==> config.mk <==
export PLATFORM = sky130hd
export DESIGN_NAME = tqvp_video_sync_analyzer
export DESIGN_NICKNAME = d
export VERILOG_FILES = /design/src/rtl/tqvp_video_sync_analyzer.sv
export SDC_FILE = /design/constraint.sdc
export NUM_CORES = 1
export LEC_CHECK = 0
export ABC_AREA = 1
export BUFFER_PORTS_ARGS = -buffer_cell sky130_fd_sc_hd__buf_2
export CORE_UTILIZATION = 60
export CTS_BUF_LIST = sky130_fd_sc_hd__clkbuf_2
export DETAILED_ROUTE_END_ITERATION = 6
export PLACE_DENSITY = 0.88
export SLEW_MARGIN = 20
export SYNTH_ARGS = -nofsm -noshare
export SYNTH_HDL_FRONTEND = slang
export SYNTH_SLANG_ARGS = --single-unit
==> constraint.sdc <==
create_clock -name clk -period 2.9 [get_ports clk]
set_input_delay 0.58 -clock clk [delete_from_list [all_inputs] [get_ports clk]]
set_output_delay 0.58 -clock clk [all_outputs]
set_load 0.02 [all_outputs]
==> src/rtl/tqvp_video_sync_analyzer.sv <==
`default_nettype none
// ============================================================================
// Module   : tqvp_video_sync_analyzer
// Purpose  : Measures hsync/vsync timing (line period, hsync width, lines per
//            frame, vsync width), tracks lock to a stable video format and
//            raises frame / loss-of-lock interrupts.
// Ports    : clk, rst_n (async, active-low)
//            ui_in[0] hsync_in, ui_in[1] vsync_in (pre-synchronised)
//            uo_out[1] locked (registered), other bits 0
//            address/data_in/data_write_n/data_read_n/data_out/data_ready :
//              register bus (0x00 CTRL, 0x04 HMEAS, 0x08 VMEAS, 0x0C STATUS)
//            user_interrupt : registered OR of enabled pending flags
// Options  : VSA_GLITCH_FILTER_EN - 3-sample glitch filter on both sync inputs
// Revision : 1.0 - initial release
// ============================================================================
module tqvp_video_sync_analyzer (
  input  logic        clk,
  input  logic        rst_n,
  input  logic [7:0]  ui_in,
  output logic [7:0]  uo_out,
  input  logic [5:0]  address,
  input  logic [31:0] data_in,
  input  logic [1:0]  data_write_n,
  input  logic [1:0]  data_read_n,
  output logic [31:0] data_out,
  output logic        data_ready,
  output logic        user_interrupt
);

  localparam logic [15:0] C_SAT         = 16'hFFFF;
  localparam logic [5:0]  C_ADDR_CTRL   = 6'h00;
  localparam logic [5:0]  C_ADDR_HMEAS  = 6'h04;
  localparam logic [5:0]  C_ADDR_VMEAS  = 6'h08;
  localparam logic [5:0]  C_ADDR_STATUS = 6'h0C;

  typedef enum logic [1:0] {
    ST_UNLOCKED = 2'd0,
    ST_ACQUIRE  = 2'd1,
    ST_LOCKED   = 2'd2
  } state_t;

  logic [4:0]  r_ctrl;
  logic [15:0] r_hcnt, r_hwcnt, r_lcnt, r_vwcnt;
  logic [15:0] r_h_period, r_hsync_width, r_lines_per_frame, r_vsync_width;
  logic [15:0] r_ref_h, r_ref_l, r_frame_count;
  logic        r_h_seen, r_v_seen;
  logic        r_hs_prev, r_vs_prev;
  logic        r_frame_pend, r_lost_pend, r_locked, r_irq;
  state_t      r_state, w_state_nxt;
  logic        w_lost_set;
  logic        w_hs_lvl, w_vs_lvl;

  wire w_en    = r_ctrl[0];
  wire w_wr    = (data_write_n != 2'b11);
  wire w_w1c   = w_wr && (address == C_ADDR_STATUS);

  // Every write size covers byte lane 0, which holds all implemented CTRL bits.
  wire w_ctrl_wr = w_wr && (address == C_ADDR_CTRL);

`ifdef VSA_GLITCH_FILTER_EN
  // The filtered level follows the raw input once the raw input has been
  // sampled at the same level on three consecutive edges.
  logic [1:0] r_hs_hist, r_vs_hist;
  logic       r_hs_filt, r_vs_filt;
  assign w_hs_lvl = (ui_in[0] == r_hs_hist[0] && ui_in[0] == r_hs_hist[1]) ? ui_in[0] : r_hs_filt;
  assign w_vs_lvl = (ui_in[1] == r_vs_hist[0] && ui_in[1] == r_vs_hist[1]) ? ui_in[1] : r_vs_filt;
  always_ff @(posedge clk or negedge rst_n) begin
    if (!rst_n) begin
      r_hs_hist <= 2'b00;
      r_vs_hist <= 2'b00;
      r_hs_filt <= 1'b0;
      r_vs_filt <= 1'b0;
    end else begin
      r_hs_hist <= {r_hs_hist[0], ui_in[0]};
      r_vs_hist <= {r_vs_hist[0], ui_in[1]};
      r_hs_filt <= w_hs_lvl;
      r_vs_filt <= w_vs_lvl;
    end
  end
`else
  assign w_hs_lvl = ui_in[0];
  assign w_vs_lvl = ui_in[1];
`endif

  wire w_hs_act   = (w_hs_lvl == r_ctrl[1]);
  wire w_vs_act   = (w_vs_lvl == r_ctrl[2]);
  wire w_hs_lead  = w_hs_act & ~r_hs_prev;
  wire w_hs_trail = ~w_hs_act & r_hs_prev;
  wire w_vs_lead  = w_vs_act & ~r_vs_prev;
  wire w_vs_trail = ~w_vs_act & r_vs_prev;
  wire w_vlead_en = w_en & w_vs_lead;
  wire w_match    = (r_h_period == r_ref_h) && (r_lcnt == r_ref_l);

  // Measurement and counters.  r_h_seen / r_v_seen mark that a leading edge
  // has been observed since reset or enable, so that partial pulses/lines are
  // never latched as measurements.
  always_ff @(posedge clk or negedge rst_n) begin
    if (!rst_n) begin
      r_hs_prev <= 1'b0;  r_vs_prev <= 1'b0;
      r_hcnt <= '0;  r_hwcnt <= '0;  r_lcnt <= '0;  r_vwcnt <= '0;
      r_h_seen <= 1'b0;  r_v_seen <= 1'b0;
      r_h_period <= '0;  r_hsync_width <= '0;
      r_lines_per_frame <= '0;  r_vsync_width <= '0;
      r_ref_h <= '0;  r_ref_l <= '0;  r_frame_count <= '0;
    end else begin
      r_hs_prev <= w_hs_act;
      r_vs_prev <= w_vs_act;
      if (!w_en) begin
        r_hcnt <= '0;  r_hwcnt <= '0;  r_lcnt <= '0;  r_vwcnt <= '0;
        r_h_seen <= 1'b0;  r_v_seen <= 1'b0;
      end else begin
        if (w_hs_lead) begin
          r_hcnt   <= 16'd1;
          r_h_seen <= 1'b1;
          if (r_h_seen) r_h_period <= r_hcnt;
        end else if (r_hcnt != C_SAT) begin
          r_hcnt <= r_hcnt + 16'd1;
        end
        if (w_hs_lead)                        r_hwcnt <= 16'd1;
        else if (w_hs_act && r_hwcnt != C_SAT) r_hwcnt <= r_hwcnt + 16'd1;
        if (w_hs_trail && r_h_seen)           r_hsync_width <= r_hwcnt;
        // An hsync edge coinciding with the vsync edge starts the new frame's
        // first line, so it is counted in the new frame.
        if (w_vs_lead) begin
          r_lcnt            <= {15'd0, w_hs_lead};
          r_vwcnt           <= {15'd0, w_hs_lead};
          r_lines_per_frame <= r_lcnt;
          r_v_seen          <= 1'b1;
          r_ref_h           <= r_h_period;
          r_ref_l           <= r_lcnt;
          r_frame_count     <= r_frame_count + 16'd1;
        end else begin
          if (w_hs_lead && r_lcnt != C_SAT)               r_lcnt  <= r_lcnt + 16'd1;
          if (w_vs_act && w_hs_lead && r_vwcnt != C_SAT)  r_vwcnt <= r_vwcnt + 16'd1;
        end
        if (w_vs_trail && r_v_seen) r_vsync_width <= r_vwcnt;
      end
    end
  end

  // Lock state machine
  always_comb begin
    w_state_nxt = r_state;
    w_lost_set  = 1'b0;
    if (!w_en) begin
      w_state_nxt = ST_UNLOCKED;
    end else begin
      case (r_state)
        ST_UNLOCKED: if (w_vs_lead) w_state_nxt = ST_ACQUIRE;
        ST_ACQUIRE:  if (w_vs_lead && w_match) w_state_nxt = ST_LOCKED;
        ST_LOCKED: begin
          if ((w_vs_lead && !w_match) || r_hcnt == C_SAT) begin
            w_state_nxt = ST_UNLOCKED;
            w_lost_set  = 1'b1;
          end
        end
        default: w_state_nxt = ST_UNLOCKED;
      endcase
    end
  end

  // Control, pending flags and registered outputs.  A set event wins over a
  // W1C in the same cycle.
  always_ff @(posedge clk or negedge rst_n) begin
    if (!rst_n) begin
      r_state      <= ST_UNLOCKED;
      r_ctrl       <= '0;
      r_frame_pend <= 1'b0;
      r_lost_pend  <= 1'b0;
      r_locked     <= 1'b0;
      r_irq        <= 1'b0;
    end else begin
      r_state <= w_state_nxt;
      if (w_ctrl_wr) r_ctrl <= data_in[4:0];
      if (w_vlead_en)              r_frame_pend <= 1'b1;
      else if (w_w1c && data_in[2]) r_frame_pend <= 1'b0;
      if (w_lost_set)              r_lost_pend <= 1'b1;
      else if (w_w1c && data_in[3]) r_lost_pend <= 1'b0;
      r_locked <= (r_state == ST_LOCKED);
      r_irq    <= (r_frame_pend & r_ctrl[3]) | (r_lost_pend & r_ctrl[4]);
    end
  end

  always_comb begin
    data_out = '0;
    case (address)
      C_ADDR_CTRL:   data_out = {27'd0, r_ctrl};
      C_ADDR_HMEAS:  data_out = {r_hsync_width, r_h_period};
      C_ADDR_VMEAS:  data_out = {r_vsync_width, r_lines_per_frame};
      C_ADDR_STATUS: data_out = {r_frame_count, 12'd0, r_lost_pend, r_frame_pend, r_state};
      default:       data_out = '0;
    endcase
  end

  assign uo_out         = {6'd0, r_locked, 1'b0};
  assign data_ready     = 1'b1;
  assign user_interrupt = r_irq;

  // Reads have no side effects, so the read strobe is not needed.
  logic w_unused;
  assign w_unused = ^{ui_in[7:2], data_in[31:5], data_read_n};

endmodule
`default_nettype wire
==> reports/qor.csv <==
stage,metric,value,unit
synth,Post-synth EDFFs,0,
floorplan,DIE WIDTH,124,um
cells_and_area,Storage cell area,0.00438,mm2
synth,Cell variety after synth,51,
worst_setup_path,CP Data Arrival Time,2.15,ns
floorplan,Initial Utilization,61.7,%
global_routing,antenna violations before repair,1,
cells_and_area,Nets,1226,
cells_and_area,Util after Layout,66.4,%
cells_and_area,share of cells above drive strength 1,11.8,%
outcome,outcome,"complete, no violations",
timing,Worst slew margin,59.7,%
synth,largest family of logic cells by synthesized area,simple AND/OR/NAND/NOR gates,
synth,mux share of post-synthesis cell area,0.625,%
cells_and_area,"leading cell types in the layout, fill and taps excluded","nand2_1 (289), dfrtp_1 (175), o21ai_0 (127)",
synth,ys flop type,dfrtp_1,
worst_setup_path,Required @ worst endpoint,2.32,ns
routing,Via Count,7728,
timing,crit share post-route,94.1,%
timing,Max Fclk,367,MHz
timing,Fin Clk Skew,0.0376,ns
timing,Fin. Hold Viols,0,
global_routing,gr usage total,27.8,%
synth,Post-Synth Adder-Cell Area,0.695,%
floorplan,core area,0.0146,mm2
hold_path,worst hold-check path type,in2reg,
place,Port Buf Inserts,50,
routing,Post-Route WL,20.5,mm
synth,Async SR Flop Fraction,100,%
place,GPL Wtd Cong,0.909,
cells_and_area,"most common cell after layout, fill and taps aside",nand2_1,
synth,Compound-Gate Fraction of Synth Area,13.7,%
power,Pleak,4.49,nW
clocking,clk sinks,175,
cells_and_area,Multi-input gate area,0.00392,mm2
routing,drt via density,5.65,
place,placed cell count,1325,
clocking,CTS tree,yes,
timing,final setup vio count,0,
global_routing,GR Overflow Total,0,
timing,"Slew Viols, Final",0,
worst_setup_path,CP Launch Type,primary input,
floorplan,Die Area,0.0155,mm2
clocking,htree depth,4,
cells_and_area,"non-filler cells, final",1367,
worst_setup_path,Crit Path Class,in2out,
global_routing,vias in the first global route,7154,
clocking,CTS resizes,0,
clocking,clk buf depth,2,
clocking,total CTS buffers,17,
synth,leading area contributor after synthesis,dfrtp_1,
global_routing,largest net degree at the start of global routing,67,
floorplan,IO Pins,94,
timing,setup TNS,0,ns
synth,post-synthesis register bit count,175,
synth,top area cells in the synthesized netlist,"dfrtp_1 (49%), nand2_1 (12%), o21ai_0 (7.1%), inv_1 (5.1%), nor2_1 (3.2%)",
clocking,CTS root buf,clkbuf_2,
power,Max IR drop VDD,0.362,mV
synth,Mapped Cells,1115,
synth,"Seq/Total Area, Yosys",48.6,%
synth,Ys Warns,0,
routing,DRC,0,
floorplan,die height,124,um
cells_and_area,number of fill cells,1222,
floorplan,FP Rows,44,
routing,drt pass-1 iters,6,
synth,Mapped Area,0.00900,mm2
synth,XOR/XNOR Fraction of Synth Area,4.35,%
power,pwr dens,564,mW/mm2
place,dpl hpwl,15.0,mm
routing,drt first-iter violations,732,
global_routing,first-pass GRT wire length,34.2,mm
synth,mean post-synth cell area,8.07,um2
synth,top cell type's share of synthesized area,48.6,%
routing,WL/cell,15.0,um
worst_setup_path,Worst setup EP type,primary output,
cells_and_area,synthesis-to-finish area growth,7.55,%
clocking,clock latency at the later pin of the worst-skew pair,0.78,ns
routing,Routed Antenna Nets,0,
timing,RSZ-0062 raised after global routing,no,
run,MaxCap Viol Count,0,
synth,simple-gate share of the synthesized area,23.8,%
clocking,clock-pin transition on the worst setup and hold timing paths,0.25,ns
worst_setup_path,Crit Path Max Fanout,8,
timing,min Tclk post-route,2.73,ns
timing,worst-margin pin slew,0.601,ns
sequential cells by signal, indices dropped and copies added (netlist names), 2 cells and up:
register,flops
r_ctrl,5
r_frame_count,16
r_h_period,16
r_hcnt,16
r_hsync_width,16
r_hwcnt,16
r_lcnt,16
r_ref_h,16
r_ref_l,16
r_state,2
r_vsync_width,16
r_vwcnt,16
path summary, 6_finish.rpt:
path	startpoint	end	cells past startpoint	slack, ns
max	address[1]	data_out[31]	8	0.17
min	data_in[3]	r_ctrl[3]$_DFFE_PN0P_	3	0.07
max reg2reg	r_ctrl[2]$_DFFE_PN0P_	r_lcnt[15]$_DFFE_PN0P_	9	0.72
min reg2reg	r_hcnt[15]$_DFFE_PN0P_	r_hcnt[15]$_DFFE_PN0P_	1	0.47
max in group asynchronous	rst_n	r_ref_l[5]$_DFFE_PN0P_	3	1.89
min in group asynchronous	rst_n	r_hcnt[9]$_DFFE_PN0P_	2	0.30
layout make-up:
cell class                      count  area share (%)
Multi-Input combinational cell    771            40.4
Tap cell                          184            2.38
Inverter                          131            5.08
Clock buffer                       18           0.930
Clock inverter                     14           0.943
Timing Repair Buffer               73            4.98
Antenna cell                        1          0.0258
Sequential cell                   175            45.2
power breakdown:
part / total [mW] / internal (mW) / switching, mW
Sequential: 2.98 / 2.72 / 0.257
Clock: 1.10 / 0.231 / 0.865
Combinational: 1.38 / 0.448 / 0.937
Total: 5.46 / 3.40 / 2.06
worst max-delay path, cell delays in order:
cell	delay, ns
buf_2	0.09
nor2_1	0.18
inv_1	0.11
nor4_2	0.29
buf_4	0.22
inv_1	0.16
o211ai_1	0.28
buf_2	0.23
per-stage QoR:
step / setup WS, ns / hold slack, ns / instance area (um2) / total power [mW]
3_5_place_dp: 0.120 / 0.446 / 9420 / 4.38
6_report: 0.172 / 0.0730 / 9680 / 5.46
5_1_grt: 0.0368 / 0.0375 / 9680 / 5.79
3_3_place_gp: 0.0940 / 0.431 / 9420 / 4.30
4_1_cts: 0.0968 / 0.00425 / 9650 / 5.47
2_1_floorplan: 0.484 / 0.284 / 9020 / 4.00
synthesized netlist by cell type (2+ instances only):
cell type  number
inv_1         123
clkbuf_1       17
a22oi_1        11
o21a_1          4
ha_1            5
nand3_1        46
o22ai_1         3
nor4_2          2
clkinv_1        2
buf_1           2
nor4_1          6
xnor2_1        30
nor3_2          5
buf_2          11
nor2_1         76
nand3b_1        3
nand2_1       289
a21oi_1        44
or2_2           2
xor2_1         11
a211oi_1        5
o21ai_0       127
o221ai_1        3
nor3_1         30
nor2_2          3
inv_2           6
xnor2_2         2
o211ai_1       11
o21ai_2         4
dfrtp_1       175
nand4_1        16
mux2_2          4
nand2_2         4
buf_4          12
conb_1          2
buf_6           2
nand2_4         3
logic make-up (layout without fill, tap and decap cells):
kind of cell / after synthesis / in the layout
other: 2 / 9
buffers and inverters: 175 / 236
XOR/XNOR: 43 / 43
multiplexers: 5 / 5
AND/OR/NAND/NOR: 490 / 490
flip-flops: 175 / 175
AO/OA/AOI/OAI: 220 / 220
adder cells (fa/ha/maj): 5 / 5
timing repair:
action                                 CTS  global route
setup endpoints to repair                0             4
hold buffers                             5             1
buffers inserted                         0             3
endpoints found under the hold margin   52             1
routing by layer:
metal  global-route usage [%]  share of wire, %  vias up
li1                         -                 -     3730
met1                     37.4                43     3671
met2                     44.5                48      280
met3                     6.01               6.8       47
met4                     9.71               2.4        0
met5                        0                 0        -
(Power assumes the default switching activity.)
